<file path="src/rtl/uart_transmit_fifo.sv">
// UART transmitter with a built-in transmit FIFO. Frame format is set by parameters:
// 5..9 data bits, none/even/odd parity, and 1 or 2 stop bits.
//
// state  | meaning
// IDLE   | line high; pops the FIFO head as soon as a word is queued
// START  | start bit (line low)
// DATA   | data bits, LSB first
// PARITY | parity bit (only when PARITY_MODE != 0)
// STOP   | stop bit(s); the last cycle may pop directly into the next START
module uart_transmit_fifo #(
    parameter int INPUT_CLOCK_FREQ = 100_000_000,
    parameter int BAUD_RATE        = 9600,
    parameter int DATA_BITS        = 8,
    parameter int PARITY_MODE      = 0,
    parameter int STOP_BITS        = 1,
    parameter int FIFO_DEPTH       = 16
) (
    input  logic                          clk_in,
    input  logic                          rst_in,
    input  logic [DATA_BITS-1:0]          data_in,
    input  logic                          valid_in,
    output logic                          ready_out,
    output logic [$clog2(FIFO_DEPTH):0]   fifo_count_out,
    output logic                          busy_out,
    output logic                          tx_wire_out
);

    localparam int BAUD_BIT_PERIOD = INPUT_CLOCK_FREQ / BAUD_RATE;
    localparam int BAUD_W          = $clog2(BAUD_BIT_PERIOD);
    localparam int PTR_W           = $clog2(FIFO_DEPTH);

    localparam logic [BAUD_W-1:0] BAUD_LAST = BAUD_W'(BAUD_BIT_PERIOD - 1);
    localparam logic [3:0]        DATA_LAST = 4'(DATA_BITS - 1);
    localparam logic [0:0]        STOP_LAST = 1'(STOP_BITS - 1);

    localparam logic [2:0] S_IDLE   = 3'd0;
    localparam logic [2:0] S_START  = 3'd1;
    localparam logic [2:0] S_DATA   = 3'd2;
    localparam logic [2:0] S_PARITY = 3'd3;
    localparam logic [2:0] S_STOP   = 3'd4;

    logic [DATA_BITS-1:0] mem [FIFO_DEPTH];
    logic [PTR_W-1:0]     wr_ptr;
    logic [PTR_W-1:0]     rd_ptr;
    logic [PTR_W:0]       count;

    logic [2:0]           state;
    logic [BAUD_W-1:0]    baud_cnt;
    logic [3:0]           bit_idx;
    logic [0:0]           stop_idx;
    logic [DATA_BITS-1:0] shift_reg;
    logic                 parity_bit;

    logic                 push;
    logic                 pop;
    logic                 bit_done;
    logic                 frame_end;
    logic [DATA_BITS-1:0] head;
    logic                 head_parity;

    // Depth is a power of two, so the count MSB alone flags "full".
    assign ready_out      = !count[PTR_W] && !rst_in;
    assign push           = valid_in && ready_out;
    assign bit_done       = (baud_cnt == BAUD_LAST);
    assign frame_end      = (state == S_STOP) && bit_done && (stop_idx == STOP_LAST);
    assign pop            = (count != '0) && !rst_in && ((state == S_IDLE) || frame_end);
    assign head           = mem[rd_ptr];
    assign head_parity    = (^head) ^ (PARITY_MODE == 2);
    assign fifo_count_out = count;
    assign busy_out       = (state != S_IDLE);

    always_comb begin
        tx_wire_out = 1'b1;
        case (state)
            S_START:  tx_wire_out = 1'b0;
            S_DATA:   tx_wire_out = shift_reg[0];
            S_PARITY: tx_wire_out = parity_bit;
            default:  tx_wire_out = 1'b1;
        endcase
    end

    always_ff @(posedge clk_in) begin
        if (push) begin
            mem[wr_ptr] <= data_in;
        end
    end

    always_ff @(posedge clk_in) begin
        if (rst_in) begin
            wr_ptr <= '0;
            rd_ptr <= '0;
            count  <= '0;
        end else begin
            if (push) begin
                wr_ptr <= wr_ptr + 1'b1;
            end
            if (pop) begin
                rd_ptr <= rd_ptr + 1'b1;
            end
            case ({push, pop})
                2'b10:   count <= count + 1'b1;
                2'b01:   count <= count - 1'b1;
                default: count <= count;
            endcase
        end
    end

    always_ff @(posedge clk_in) begin
        if (rst_in) begin
            state      <= S_IDLE;
            baud_cnt   <= '0;
            bit_idx    <= '0;
            stop_idx   <= '0;
            shift_reg  <= '0;
            parity_bit <= 1'b0;
        end else begin
            if (state == S_IDLE || bit_done) begin
                baud_cnt <= '0;
            end else begin
                baud_cnt <= baud_cnt + 1'b1;
            end

            case (state)
                S_IDLE: begin
                    if (pop) begin
                        shift_reg  <= head;
                        parity_bit <= head_parity;
                        state      <= S_START;
                    end
                end
                S_START: begin
                    if (bit_done) begin
                        bit_idx <= '0;
                        state   <= S_DATA;
                    end
                end
                S_DATA: begin
                    if (bit_done) begin
                        shift_reg <= shift_reg >> 1;
                        if (bit_idx == DATA_LAST) begin
                            stop_idx <= '0;
                            state    <= (PARITY_MODE != 0) ? S_PARITY : S_STOP;
                        end else begin
                            bit_idx <= bit_idx + 1'b1;
                        end
                    end
                end
                S_PARITY: begin
                    if (bit_done) begin
                        stop_idx <= '0;
                        state    <= S_STOP;
                    end
                end
                S_STOP: begin
                    if (bit_done) begin
                        if (stop_idx == STOP_LAST) begin
                            // Back-to-back frames: the next START begins with no idle gap.
                            if (pop) begin
                                shift_reg  <= head;
                                parity_bit <= head_parity;
                                state      <= S_START;
                            end else begin
                                state <= S_IDLE;
                            end
                        end else begin
                            stop_idx <= stop_idx + 1'b1;
                        end
                    end
                end
                default: state <= S_IDLE;
            endcase
        end
    end

endmodule
</file>
<file path="config.mk">
export PLATFORM = sky130hd
export DESIGN_NAME = uart_transmit_fifo
export DESIGN_NICKNAME = d
export VERILOG_FILES = /design/src/rtl/uart_transmit_fifo.sv
export SDC_FILE = /design/constraint.sdc
export NUM_CORES = 1
export LEC_CHECK = 0
export ABC_CLOCK_PERIOD_IN_PS = 3700
export CORE_MARGIN = 1
export CORE_UTILIZATION = 45
export CTS_BUF_LIST = sky130_fd_sc_hd__clkbuf_2 sky130_fd_sc_hd__clkbuf_4 sky130_fd_sc_hd__clkbuf_8
export CTS_CLUSTER_DIAMETER = 40
export DETAILED_ROUTE_END_ITERATION = 7
export SKIP_LAST_GASP = 1
export SLEW_MARGIN = 25
export SYNTH_ARGS = -nofsm -noshare
export SYNTH_HDL_FRONTEND = slang
export SYNTH_SLANG_ARGS = --single-unit
</file>
<file path="constraint.sdc">
create_clock -name clk_in -period 3.7 [get_ports clk_in]
set_input_delay 0.925 -clock clk_in [delete_from_list [all_inputs] [get_ports clk_in]]
set_output_delay 0.925 -clock clk_in [all_outputs]
set_load 0.01 [all_outputs]
</file>
==> flow_summary.ini, run 1 <==
[power_and_ir_drop]
irDropWorstVdd_mv = 0.336
power.leakage_nw = 2.71
power.density_nw_per_um2 = 566

[logic_synthesis]
yosysTopAreaCell = edfxtp_1
synthSimpleGateAreaFrac_pct = 9.56
synthAdderAreaFrac_pct = 1.91
synthArstFlopShare_pct = 0
netlist_instances = 493
synth-compound-area-share_pct = 4.63
ys_ff_latch = 175
synth_area_um2 = 7210
synth_ff_type = edfxtp_1
synth_fp_nets = 515
synth-edff-count = 128
synthTopCellsByArea = edfxtp_1, dfxtp_1, mux4_2, mux4_1, nor2_1
synthTopCellsByCount = edfxtp_1, nor2_1, nand2_1, dfxtp_1, mux4_2
synthXorXnorAreaFrac_pct = 3.40
yosysMostFrequentCell = edfxtp_1
synthMuxAreaShare_pct = 11.9
synthDistinctLibCells = 42
avgSynthCellArea_um2 = 14.6
synth.top_cell.area_share_pct = 53.3
yosys_warnings = 0
ys_seq_area_share_pct = 66.4
synth_top_family_by_area = multiplexers

[worst_setup_path]
cp_max_fo = 3
timing.critical_path.mode_cell = a21oi_1
slowest_delay_ns = 0.44
cp_slowest_cell = clkdlybuf4s50_1
start_kind = primary input
critical_path_required_ns = 4.08
path_cells = clkdlybuf4s50_1, a211o_1, or2_2, a21oi_2, ha_1, xor2_1, ha_1, o21ai_0, a21oi_1, a21oi_1, xor2_1, or3_1, a21oi_1
endpoint_kind = flip-flop
path_class = primary input to flip-flop
arrival_ns = 3.57

[sta]
tightest_slew_ns = 0.916
rsz0062_at_grt = false
fin_tns_setup_ns = 0
period_minus_slack_ns = 3.19
final-setup-viol-count = 0
worst_hold_slack_ns = 0.454
timing.final.ws_setup_ns = 0.506
finalClockSkew_ns = 0.0113
relSlewSlack_pct = 38.8
hold_viol = 0
post-route-period-util_pct = 86.3
slew_viol_final = 0
fmax_mhz = 313

[grt]
antenna_found_initial = 0
grt_pass1_wl_um = 21700
first_global_vias = 4055
grt_max_degree = 33
groute.usage.overall_pct = 18.1
grt_use_met1_pct = 22.9
use_met3_pct = 4.78
grtUsageMet2_pct = 30.5
gr-total-overflow = 0
busiest_layer = met2

[clock_tree]
numCtsBuffers = 17
htreeDepth = 4
cts_sinks = 175
clk_latency_ns = 0.45
clk_pin_slew_worst_paths_ns = 0.08
cts_hold_buf = 0
cts_root_buffer = clkbuf_8
postCtsSetupRepairBufs = 0
clk_path_buf_depth = 2
cts_tree = done
post_cts_resized = 0

[placement]
dp_hpwl_um = 8510
numPortBuffers = 18
globalplace.congestion = 0.740
dpl_worst_slack_ns = 0.0561

[die]
ios = 19
start_util_pct = 46.7
die_y_um = 129
rows = 45
die_x_um = 129
core_um2 = 15400
die_area_um2 = 16500

[layout]
drive_gt1_share_pct = 15.5
largest_register_ff_count = 128
antenna_cells = 0
n_fill_cell = 1315
final_util_pct = 52.2
area_growth_pct = 11.7
nets = 550

[drt]
viasPerCell = 5.27
vias = 3961
drc = 0
wirelength_um = 13200
drt.antenna.violating_nets = 0
drtIter0Drc = 255
dr.pass1.iters = 4
post_drt_wl_per_cell_um = 17.5

[status]
status = complete, no violations

[min_path]
hold_class = flip-flop to flip-flop

[flow_run]
cap_violations = 0
==> final cells by class <==
type | count | area (um2) | share of cell area, %
inverters | 7 | 26.3 | 0.326
repair buffers | 42 | 360 | 4.48
clock inverters | 11 | 85.1 | 1.06
clock buffers | 21 | 264 | 3.28
well taps | 211 | 264 | 3.28
flip-flops and latches | 175 | 4790 | 59.4
multi-input cells | 285 | 2260 | 28.1
==> placed cells by master (no fill, tap or decap), types with 2 or more instances in the layout <==
master and count:
o21ai_0 8, nor2b_1 2, and2_1 4, nand3_1 5
a22oi_1 18, nand2_1 50, ha_1 11, clkdlybuf4s50_1 18
nand4_1 5, nand2b_1 3, xnor2_1 13, mux4_1 10
and3_1 5, clkinv_2 2, buf_4 24, nor3_1 8
inv_6 2, or3_1 5, edfxtp_1 128, nor2_1 55
xor2_1 15, nor4bb_1 2, a21oi_1 16, or2_2 3
clkinvlp_4 2, clkbuf_8 17, mux2i_1 10, dfxtp_1 46
mux4_2 22, clkbuf_4 4, clkinv_4 3, inv_1 7
nand3b_1 2
==> kinds of logic (layout without fill, tap and decap cells) <==
kind of cell    after synthesis  after routing
mux                          42             42
simple gates                152            152
flops                       175            175
fa+ha+maj                    11             11
xor+xnor                     28             28
buf+inv                      33             81
compound gates               52             52
==> per-layer routing <==
layer	up-vias	wire, um
met1	1990	5890
li1	1907	-
met5	-	0
met3	8	495
met2	56	6720
met4	0	81
==> path summary, 6_finish.rpt <==
| check | start | to | slack, ns | cells past startpoint |
|---|---|---|---|---|
| min | baud_cnt[0] | baud_cnt[0] | 0.45 | 1 |
| max | rst_in | fifo_count_out[4] | 0.51 | 13 |
| min reg2reg | baud_cnt[0] | baud_cnt[0] | 0.45 | 1 |
| max reg2reg | fifo_count_out[1] | fifo_count_out[4] | 0.78 | 13 |
==> per-stage QoR <==
stage          area [um2]  power [W]  cells
3_3_place_gp         7700    0.00343    720
4_1_cts              8050    0.00462    752
6_report             8050    0.00455    752
2_1_floorplan        7210    0.00317    493
5_1_grt              8050    0.00483    752
3_5_place_dp         7700    0.00345    720
==> critical path, delay by kind of cell <==
| kind | cells | cell delay, ns |
|---|---|---|
| AO/OA/AOI/OAI | 6 | 0.88 |
| XOR/XNOR | 2 | 0.30 |
| adder cells (fa/ha/maj) | 2 | 0.40 |
| buffers and inverters | 1 | 0.44 |
| AND/OR/NAND/NOR | 2 | 0.60 |
==> where the power goes <==
group | internal (W) | switching (W)
clock | 0.000501 | 0.000667
sequential | 0.00220 | 0.000120
combinational | 0.000545 | 0.000520
total | 0.00325 | 0.00131
Power figures use the tool's default switching activity.
==> run 2: changes to the inputs <==
--- a/config.mk
+++ b/config.mk
@@ -5,7 +5,7 @@
 export SDC_FILE = /design/constraint.sdc
 export NUM_CORES = 1
 export LEC_CHECK = 0
-export ABC_CLOCK_PERIOD_IN_PS = 3700
+export ABC_CLOCK_PERIOD_IN_PS = 3400
 export CORE_MARGIN = 1
 export CORE_UTILIZATION = 45
 export CTS_BUF_LIST = sky130_fd_sc_hd__clkbuf_2 sky130_fd_sc_hd__clkbuf_4 sky130_fd_sc_hd__clkbuf_8
==> constraint.sdc (replaced) <==
create_clock -name clk_in -period 3.4 [get_ports clk_in]
set_input_delay 0.85 -clock clk_in [delete_from_list [all_inputs] [get_ports clk_in]]
set_output_delay 0.85 -clock clk_in [all_outputs]
set_load 0.01 [all_outputs]
==> run 2 against run 1 <==
Count of clock-buffer cells in the layout down 4. Register-to-register slack worse by 0.30 ns. Non-clock buffer count up 1. Combinational power up 14%. Die area unchanged. Clock power up 26%. Sequential share of layout area down 0.54 points.
==> flow_summary.ini, run 2 (synthesized netlist as in run 1, its figures left out) <==
[worst_setup_path]
regToRegSetupSlack_ns = 0.48
crit_start = rst_in
rr_endpoint = fifo_count_out[4]
rr_worst_depth = 13
critical_path_required_ns = 3.78
endpoint_kind = flip-flop
r2r-start = fifo_count_out[1]
path_class = primary input to flip-flop
cp_max_fo = 3
arrival_ns = 3.48
crit_path_end = fifo_count_out[4]
start_kind = primary input

[grt]
grt_max_degree = 33
groute.usage.overall_pct = 18.3
first_global_vias = 3996
gr-total-overflow = 0
grt_pass1_wl_um = 21700
antenna_found_initial = 0

[die]
rows = 45
start_util_pct = 46.7
ios = 19
die_area_um2 = 16500
core_um2 = 15400
die_y_um = 129
die_x_um = 129

[drt]
drt.antenna.violating_nets = 0
drtIter0Drc = 272
dr.pass1.iters = 4
viasPerCell = 5.36
drc = 0
post_drt_wl_per_cell_um = 18.2
vias = 4024
wirelength_um = 13700

[min_path]
min-delay-start = baud_cnt[0]
hold_class = flip-flop to flip-flop

[placement]
dp_hpwl_um = 8790
numPortBuffers = 18
globalplace.congestion = 0.779

[sta]
final-setup-viol-count = 0
period_minus_slack_ns = 3.10
fmax_mhz = 323
post-route-period-util_pct = 91.1
slew_viol_final = 0
tightest_slew_ns = 0.905
relSlewSlack_pct = 39.5
fin_tns_setup_ns = 0
hold_viol = 0
finalClockSkew_ns = 0.00804
rsz0062_at_grt = false

[clock_tree]
htreeDepth = 4
cts_sinks = 175
clk_pin_slew_worst_paths_ns = 0.09
post_cts_resized = 0
cts_tree = done
cts_hold_buf = 0
cts_root_buffer = clkbuf_8
clk_path_buf_depth = 2
numCtsBuffers = 17
clk_latency_ns = 0.45
postCtsSetupRepairBufs = 0

[power_and_ir_drop]
p_sw_w = 0.00145
power.leakage_nw = 2.74
switching_share_pct = 28.0
irDropWorstVdd_mv = 0.467
sequentialPowerShare_pct = 48.1
intPower_w = 0.00373
report.power.total_w = 0.00518
clockPowerShare_pct = 28.3
power.density_nw_per_um2 = 638
p_comb_share_pct = 23.6

[layout]
drive_gt1_share_pct = 15.0
nets = 551
largest_register_ff_count = 128
mostFrequentLayoutCells = edfxtp_1, nor2_1, nand2_1
n_fill_cell = 1305
antenna_cells = 0
final_common_cell = edfxtp_1
area_growth_pct = 12.7

[flow_run]
cap_violations = 0

[status]
status = complete, no violations
run 2: worst min path at each step:
| stage | endpoint | slack (ns) | depth (start not counted) |
|---|---|---|---|
| CTS | baud_cnt[0] | 0.48 | 1 |
| global route | baud_cnt[0] | 0.49 | 1 |
| detailed placement | baud_cnt[0] | 0.46 | 1 |
| floorplan | baud_cnt[0] | 0.41 | 1 |
| global placement | baud_cnt[0] | 0.43 | 1 |
| finish | baud_cnt[0] | 0.46 | 1 |
run 2: layer usage:
| layer | vias up | global-route usage (%) | routed length, um |
|---|---|---|---|
| li1 | 1910 | - | - |
| met3 | 12 | 4.62 | 457 |
| met5 | - | 0 | 0 |
| met2 | 68 | 30.1 | 6740 |
| met1 | 2034 | 23.9 | 6330 |
| met4 | 0 | 5.81 | 180 |
run 2: worst max-delay path: stages:
cell and delay, ns:
clkdlybuf4s50_1 0.42, a211o_1 0.24, or2_2 0.32, a21oi_4 0.13, ha_1 0.20, xor2_1 0.16, ha_1 0.22, o21ai_0 0.09
a21oi_1 0.17, a21oi_1 0.10, xor2_1 0.15, or3_1 0.31, a21oi_1 0.14
run 2: final cells by class:
type | count | area [um2] | area share, %
tap | 211 | 264 | 3.25
clock inverter | 13 | 161 | 1.99
inverter | 7 | 26.3 | 0.323
clock buffer | 17 | 234 | 2.88
timing repair buffer | 43 | 380 | 4.68
multi-input combinational | 285 | 2270 | 28.0
sequential | 175 | 4790 | 58.9
run 2: power groups by stage:
stage	sequential [W]	clock (W)	combinational [W]
CTS	0.00249	0.00150	0.00125
global placement	0.00254	0	0.00122
finish	0.00249	0.00147	0.00122
detailed placement	0.00254	0	0.00124
global route	0.00251	0.00159	0.00136
floorplan	0.00251	0	0.000953
run 2: stage by stage:
| step | instances | hold slack (ns) | util (%) | area [um2] | setup slack (ns) |
|---|---|---|---|---|---|
| 5_1_grt | 751 | 0.491 | 52.7 | 8120 | 0.176 |
| 2_1_floorplan | 493 | 0.413 | - | 7220 | 0.0147 |
| 4_1_cts | 751 | 0.477 | 52.7 | 8120 | 0.375 |
| 6_report | 751 | 0.458 | 52.7 | 8120 | 0.302 |
| 3_3_place_gp | 721 | 0.429 | 50.1 | 7730 | -0.0496 |
| 3_5_place_dp | 721 | 0.464 | 50.1 | 7730 | -0.0895 |
